`src/rtl/retire_drive_sync_fifo.sv`:
```
// retire_drive_sync_fifo: two-phase drive/free channel into a clocked valid/ready FIFO
// Optional macro DRIVE_SYNC3_EN adds a third synchroniser stage on i_drive.
module retire_drive_sync_fifo #(
  parameter int DATA_WIDTH = 12,
  parameter int DEPTH = 4,
  parameter int CNT_W = $clog2(DEPTH) + 1
) (
  input  logic                  clk,
  input  logic                  rst,
  input  logic                  i_drive,
  input  logic [DATA_WIDTH-1:0] i_data,
  output logic                  o_free,
  output logic                  o_valid,
  output logic [DATA_WIDTH-1:0] o_data,
  input  logic                  i_ready,
  output logic [CNT_W-1:0]      o_count
);
  localparam int PW = $clog2(DEPTH);
  logic s1_q, s1_d, s2_q, s2_d, s_prev_q, s_prev_d, free_q, free_d, ev_src, push, pop;
  logic [PW-1:0] wr_q, wr_d, rd_q, rd_d;
  logic [CNT_W-1:0] cnt_q, cnt_d;
  logic [DATA_WIDTH-1:0] mem_q [DEPTH];
  logic [DATA_WIDTH-1:0] mem_d [DEPTH];
`ifdef DRIVE_SYNC3_EN
  logic s3_q, s3_d;
  always_comb s3_d = rst ? 1'b0 : s2_q;
  always_ff @(posedge clk) s3_q <= s3_d;
  assign ev_src = s3_q;
`else
  assign ev_src = s2_q;
`endif
  // A full FIFO still accepts the word when the head leaves on the same edge
  assign pop  = (cnt_q != '0) && i_ready;
  assign push = (ev_src != s_prev_q) && ((cnt_q != CNT_W'(DEPTH)) || pop);
  always_comb begin
    s1_d     = rst ? 1'b0 : i_drive;
    s2_d     = rst ? 1'b0 : s1_q;
    s_prev_d = rst ? 1'b0 : (push ? ev_src : s_prev_q);
    free_d   = rst ? 1'b0 : (push ? ~free_q : free_q);
    wr_d     = rst ? '0 : (push ? wr_q + 1'b1 : wr_q);
    rd_d     = rst ? '0 : (pop ? rd_q + 1'b1 : rd_q);
    cnt_d    = rst ? '0 : cnt_q + CNT_W'(push) - CNT_W'(pop);
    mem_d    = mem_q;
    if (push) mem_d[wr_q] = i_data;
  end
  always_ff @(posedge clk) begin
    s1_q     <= s1_d;
    s2_q     <= s2_d;
    s_prev_q <= s_prev_d;
    free_q   <= free_d;
    wr_q     <= wr_d;
    rd_q     <= rd_d;
    cnt_q    <= cnt_d;
    mem_q    <= mem_d;
  end
  assign o_free  = free_q;
  assign o_valid = (cnt_q != '0);
  assign o_data  = mem_q[rd_q];
  assign o_count = cnt_q;
endmodule

```
`config.mk`:
```
export PLATFORM = sky130hd
export DESIGN_NAME = retire_drive_sync_fifo
export DESIGN_NICKNAME = d
export VERILOG_FILES = /design/src/rtl/retire_drive_sync_fifo.sv
export SDC_FILE = /design/constraint.sdc
export NUM_CORES = 1
export LEC_CHECK = 0
export ABC_AREA = 1
export BUFFER_PORTS_ARGS = -buffer_cell sky130_fd_sc_hd__clkbuf_2
export CORE_UTILIZATION = 50
export DETAILED_ROUTE_END_ITERATION = 16
export GPL_ROUTABILITY_DRIVEN = 0
export PLACE_DENSITY = 0.71
export RECOVER_POWER = 100
export SYNTH_ARGS = -nofsm -noshare
export SYNTH_HDL_FRONTEND = slang
export SYNTH_SLANG_ARGS = --single-unit
export TNS_END_PERCENT = 10
```
`constraint.sdc`:
```
create_clock -name clk -period 2.1 [get_ports clk]
set_input_delay 0.21 -clock clk [delete_from_list [all_inputs] [get_ports clk]]
set_output_delay 0.21 -clock clk [all_outputs]
set_load 0.01 [all_outputs]
```
---- Word level (Yosys, flattened, before mapping) ----
Cells that the tools add are included.
storage, ports and cells
  bits in registers ....................... 59
  bits in latches ......................... 0
  RAM bits ................................ 0
  ROM bits ................................ 0
  input bits .............................. 16
  output and inout port bits .............. 17
  word-level logic and storage cells ...... 34
  memories kept ........................... 0
cells by class
  $add $sub $neg .......................... 4
  multipliers ............................. 0
  div/mod/pow operators ................... 0
  magnitude comparators ................... 3
  equality and inequality tests ........... 2
  shifts and indexed selects .............. 0
  multiplexer cells ....................... 6
  bitwise logic cells ..................... 3
  reductions and logical operators ........ 5
operators by type and width
  operator             number
  $bwmux 48            1
  $mux 12              3
  $bmux 12 s2          1
  $demux 12 s2         1
  $ge 3x3->1 const B   2
  $not 2->3            2
  $add 2x1->2 const B  2
  $add 3x1->3          1
  $logic_and 1x1->1    3
  $lt 3x1->1 const B   1
  $ne 3x3->1 const B   1
  $reduce_bool 3->1    1
  $sub 3x1->3          1
  $logic_or 1x1->1     1
  $ne 1x1->1           1
  $not 1->1            1

---- Depth between registers and ports, before layout ----
  word-level depth ........................ 6
  depth in mapped cells ................... 12

---- Worst setup path after synthesis ----
OpenSTA, ideal clock, no wires.
  path type ............................... flip-flop to flip-flop
  start point ............................. reg cnt_q[1], in the netlist o_count[1]
  end point ............................... reg cnt_q[2], in the netlist o_count[2]
  arrival time ............................ 1.748 ns
  data required time ...................... 1.987 ns
  setup slack ............................. 0.239 ns
  stages on the path, launching flop included .. 11
  cell sequence ........................... dfxtp_1 -> nor2_4 -> nand2_4 -> nand2_2 -> ha_1 -> inv_1 -> ha_1 -> inv_1 -> fa_1 -> nor2_1 -> nor2_1
on the way
  word-level cells in the longest chain between the ends .. 6
  elaborated cells between the ends (all ways) .. 7
  those cells by class .................... 2 x add/sub; 1 x eq/ne; 4 x reduce/logical
RTL lines
  item                    line  RTL
  start, declared         21    logic [CNT_W-1:0] cnt_q, cnt_d;
  start signal, assigned  53    cnt_q <= cnt_d;
  $reduce_bool 3->1       33    assign pop = (cnt_q != '0) && i_ready;
  $logic_and 1x1->1       33
  $logic_or 1x1->1        34    assign push = (ev_src != s_prev_q) && ((cnt_q != CNT_W'(DEPTH)) || pop);
  $logic_and 1x1->1       34
  $add 3x1->3             42    cnt_d = rst ? '0 : cnt_q + CNT_W'(push) - CNT_W'(pop);
  $sub 3x1->3 *           42
Mark *: on every way between the ends. The rest lies on a longest branch, timed or not.
A chain may end at the register's enable or synchronous reset.

---- Worst setup path in the final report ----
  start point ............................. reg cnt_q[1], in the netlist o_count[1]
  end point ............................... reg cnt_q[1], in the netlist o_count[1]
on the way
  word-level cells in the longest chain between the ends .. 6
  elaborated cells between the ends (all ways) .. 7
  those cells by class .................... 2 x add/sub; 1 x eq/ne; 4 x reduce/logical
RTL lines
  item                 line  RTL
  $reduce_bool 3->1 *  33
  $logic_and 1x1->1 *  33
  named net pop        19    logic s1_q, s1_d, s2_q, s2_d, s_prev_q, s_prev_d, free_q, free_d, ev_src, push, pop;
  $logic_or 1x1->1     34
  $logic_and 1x1->1    34
  $add 3x1->3          42
  $sub 3x1->3 *        42
Mark *: on every way through the listed nets, which the timed path passes. The rest lies on a longest branch.

==> flow_summary.toml <==
[detailed_routing]
routedWlPerCell_um = 14.32
vias = 1586
viasPerCell = 5.200
drc = 0
detail-route-antenna-nets = 0
drt_wl_total_mm = 4.368
drt_pass1_iterations = 4
drtIter0Drc = 73

[timing]
finalHoldViolations = 0
slew_headroom_pct = 61.95
rsz0062_at_grt = "false"
worstMarginPinSlew_ns = 0.5700
final.setup.tns_ns = 0
slew_viol_final = 0
clock-skew-final_ns = 0.007278
max_freq_ghz = 0.5273
min_period_over_period_pct = 90.31
period_needed_ns = 1.897
finalSetupViolCount = 0

[grt]
grt_pass1_vias = 1544
grt.total_usage_pct = 19.70
grt-ovfl-total = 0
grt_max_degree = 26
antenna_found_initial = 0
grt_first_pass_wirelength_mm = 7.065

[worst_setup_path]
path_class = "flop to flop"
cpMostUsedCell = "inv_1"
slowest_delay_ns = 0.48
crit_slowest_cell = "fa_1"
cp-end-kind = "flop"
cp_num_buf_inv = 3
critical_path_arrival_ns = 2.11
crit_fanout = 5
start_kind = "flop"
cp.required_ns = 2.31
crit_family = "adder cells"
path_cells = "nor2_4 -> nand2_1 -> nand2_2 -> inv_1 -> ha_1 -> inv_1 -> ha_1 -> inv_1 -> fa_1 -> nor2_1"

[power_and_ir_drop]
power_density_nw_per_um2 = 1160
leakage_nw = 1.033
ir_drop_mv = 0.6818

[final_layout]
fin_util_pct = 61.64
area_delta_synth_final_pct = 14.97
fillers = 394
diodes = 0
fin_nets = 271
drive_above_1_share_pct = 14.62
final_cells = 305

[floorplan]
fp.dieArea_um2 = 5112
die_width_um = 71.50
die_h_um = 71.50
rows = 24
pin_count = 33
initial_core_util_pct = 53.61
core_area_um2 = 4504

[synth]
seq_area_frac_synth_pct = 68.81
synth_top_area_cell = "edfxtp_1"
syn_area_per_cell_um2 = 11.95
ys_ff_latch = 59
synth.most_common_cell = "edfxtp_1"
ys_warn_count = 0
netlist_top_cells_area = "edfxtp_1, dfxtp_1, nor2_1"
postSynth.asyncResetShare_pct = 0
synth-main-ff-cell = "edfxtp_1"
yosysUniqueCellTypes = 22
synth_cells = 202
synth_top_cell_area_share_pct = 59.69
synth_area_um2 = 2415
synth-edff-count = 48
synth_common_cells = "edfxtp_1, nor2_1, inv_1"
synth_nets = 225

[clock_network]
path_clk_slew_ns = 0.07
ctsResizeCount = 0
cts_sinks = 59
cts_buffer_depth = 2
htreeDepth = 3
cts_setup_buffers = 0
ctsRootBufferMaster = "clkbuf_8"
insertion_delay_ns = 0.33
cts_tree = "yes"
cts_hold_buf = 0
cts_buffers = 9

[placement]
port_buffers = 32
post-place-cells = 289
dp_hpwl_mm = 2.838

[status]
status = "complete, no violations"

[job]
drv_cap = 0

[worst_hold_path]
worstHoldPathType = "input port to flop"
## area by class of cell
class                           count  area [um^2]  share of cell area, %
Clock inverter                      7        58.81                  2.118
Clock buffer                        9        123.9                  4.461
Sequential cell                    59         1663                  59.89
Inverter                           20        80.08                  2.884
Timing Repair Buffer               42        180.2                  6.489
Tap cell                           52        65.06                  2.343
Multi-Input combinational cell    116        605.6                  21.81
## cells by family (layout without fill, tap and decap cells)
| kind of cell | after synthesis | in the layout | synth area share [%] |
|---|---|---|---|
| AO/OA/AOI/OAI | 41 | 41 | 9.274 |
| adder cells (fa/ha/maj) | 7 | 7 | 3.938 |
| buffers and inverters | 27 | 78 | 6.010 |
| flip-flops | 59 | 59 | 68.81 |
| AND/OR/NAND/NOR | 68 | 68 | 11.97 |
## final timing paths
kind / startpoint / to / slack, ns / depth (start not counted)
worst max-delay path: o_count[1] / o_count[1] / 0.20 / 10
worst min-delay path: i_drive / s1_q / 0.07 / 3
worst max register to register: o_count[1] / o_count[1] / 0.20 / 10
worst min register to register: s1_q / ev_src / 0.41 / 2
## flip-flops by register name (all words and copies together) (netlist names)
name,count
s_prev_q,1
rd_q,2
mem_q,48
o_count,3
s1_q,1
wr_q,2
ev_src,1
o_free,1
## where the power goes
part           leakage (nW)  total, W  internal (W)  switching [W]
clock network        0.0915  0.000954      0.000530       0.000423
logic                 0.416  0.000806      0.000292       0.000514
registers             0.525   0.00146       0.00137      0.0000891
## routing by layer
layer / track usage (%) / vias up / share of wire (%)
li1: - / 792 / -
met1: 21.37 / 747 / 44
met2: 33.33 / 41 / 51
met3: 6.610 / 6 / 4.2
met4: 12.42 / 0 / 1.3
met5: 0 / - / 0
## worst reg2reg max path: stages (launching register included)
cell,delay [ns]
dfxtp_2,0.36
nor2_4,0.14
nand2_1,0.12
nand2_2,0.08
inv_1,0.05
ha_1,0.26
inv_1,0.06
ha_1,0.13
inv_1,0.05
fa_1,0.48
nor2_1,0.05
## cell usage in the layout, fill, tap and decap left out
cell type,instances
fa_1,1
o21ai_0,24
bufinv_16,1
nor2_4,1
nand2_1,17
a21oi_1,3
nand2_2,3
dfxtp_2,1
inv_1,18
inv_6,1
dfxtp_1,10
edfxtp_1,48
o21ai_1,1
clkinvlp_4,1
clkinv_1,3
a21oi_2,1
nor2_2,1
clkinv_2,2
clkbuf_8,9
ha_1,6
clkbuf_1,28
clkbuf_2,12
nor2_1,40
nand3_1,5
nand2_4,1
buf_4,2
inv_2,1
o22ai_1,12
## stage by stage
stage | hold slack (ns) | area, um^2 | setup slack [ns] | power [W]
global placement | 0.3937 | 2650 | 0.2240 | 0.002316
CTS | 0.06055 | 2833 | 0.1805 | 0.003297
finish | 0.07275 | 2776 | 0.2034 | 0.003220
floorplan | 0.2724 | 2415 | 0.2394 | 0.002077
detailed placement | 0.4031 | 2650 | 0.1885 | 0.002337
global route | 0.06828 | 2776 | 0.02558 | 0.003424
No activity file was read; power rests on OpenSTA's default activity.
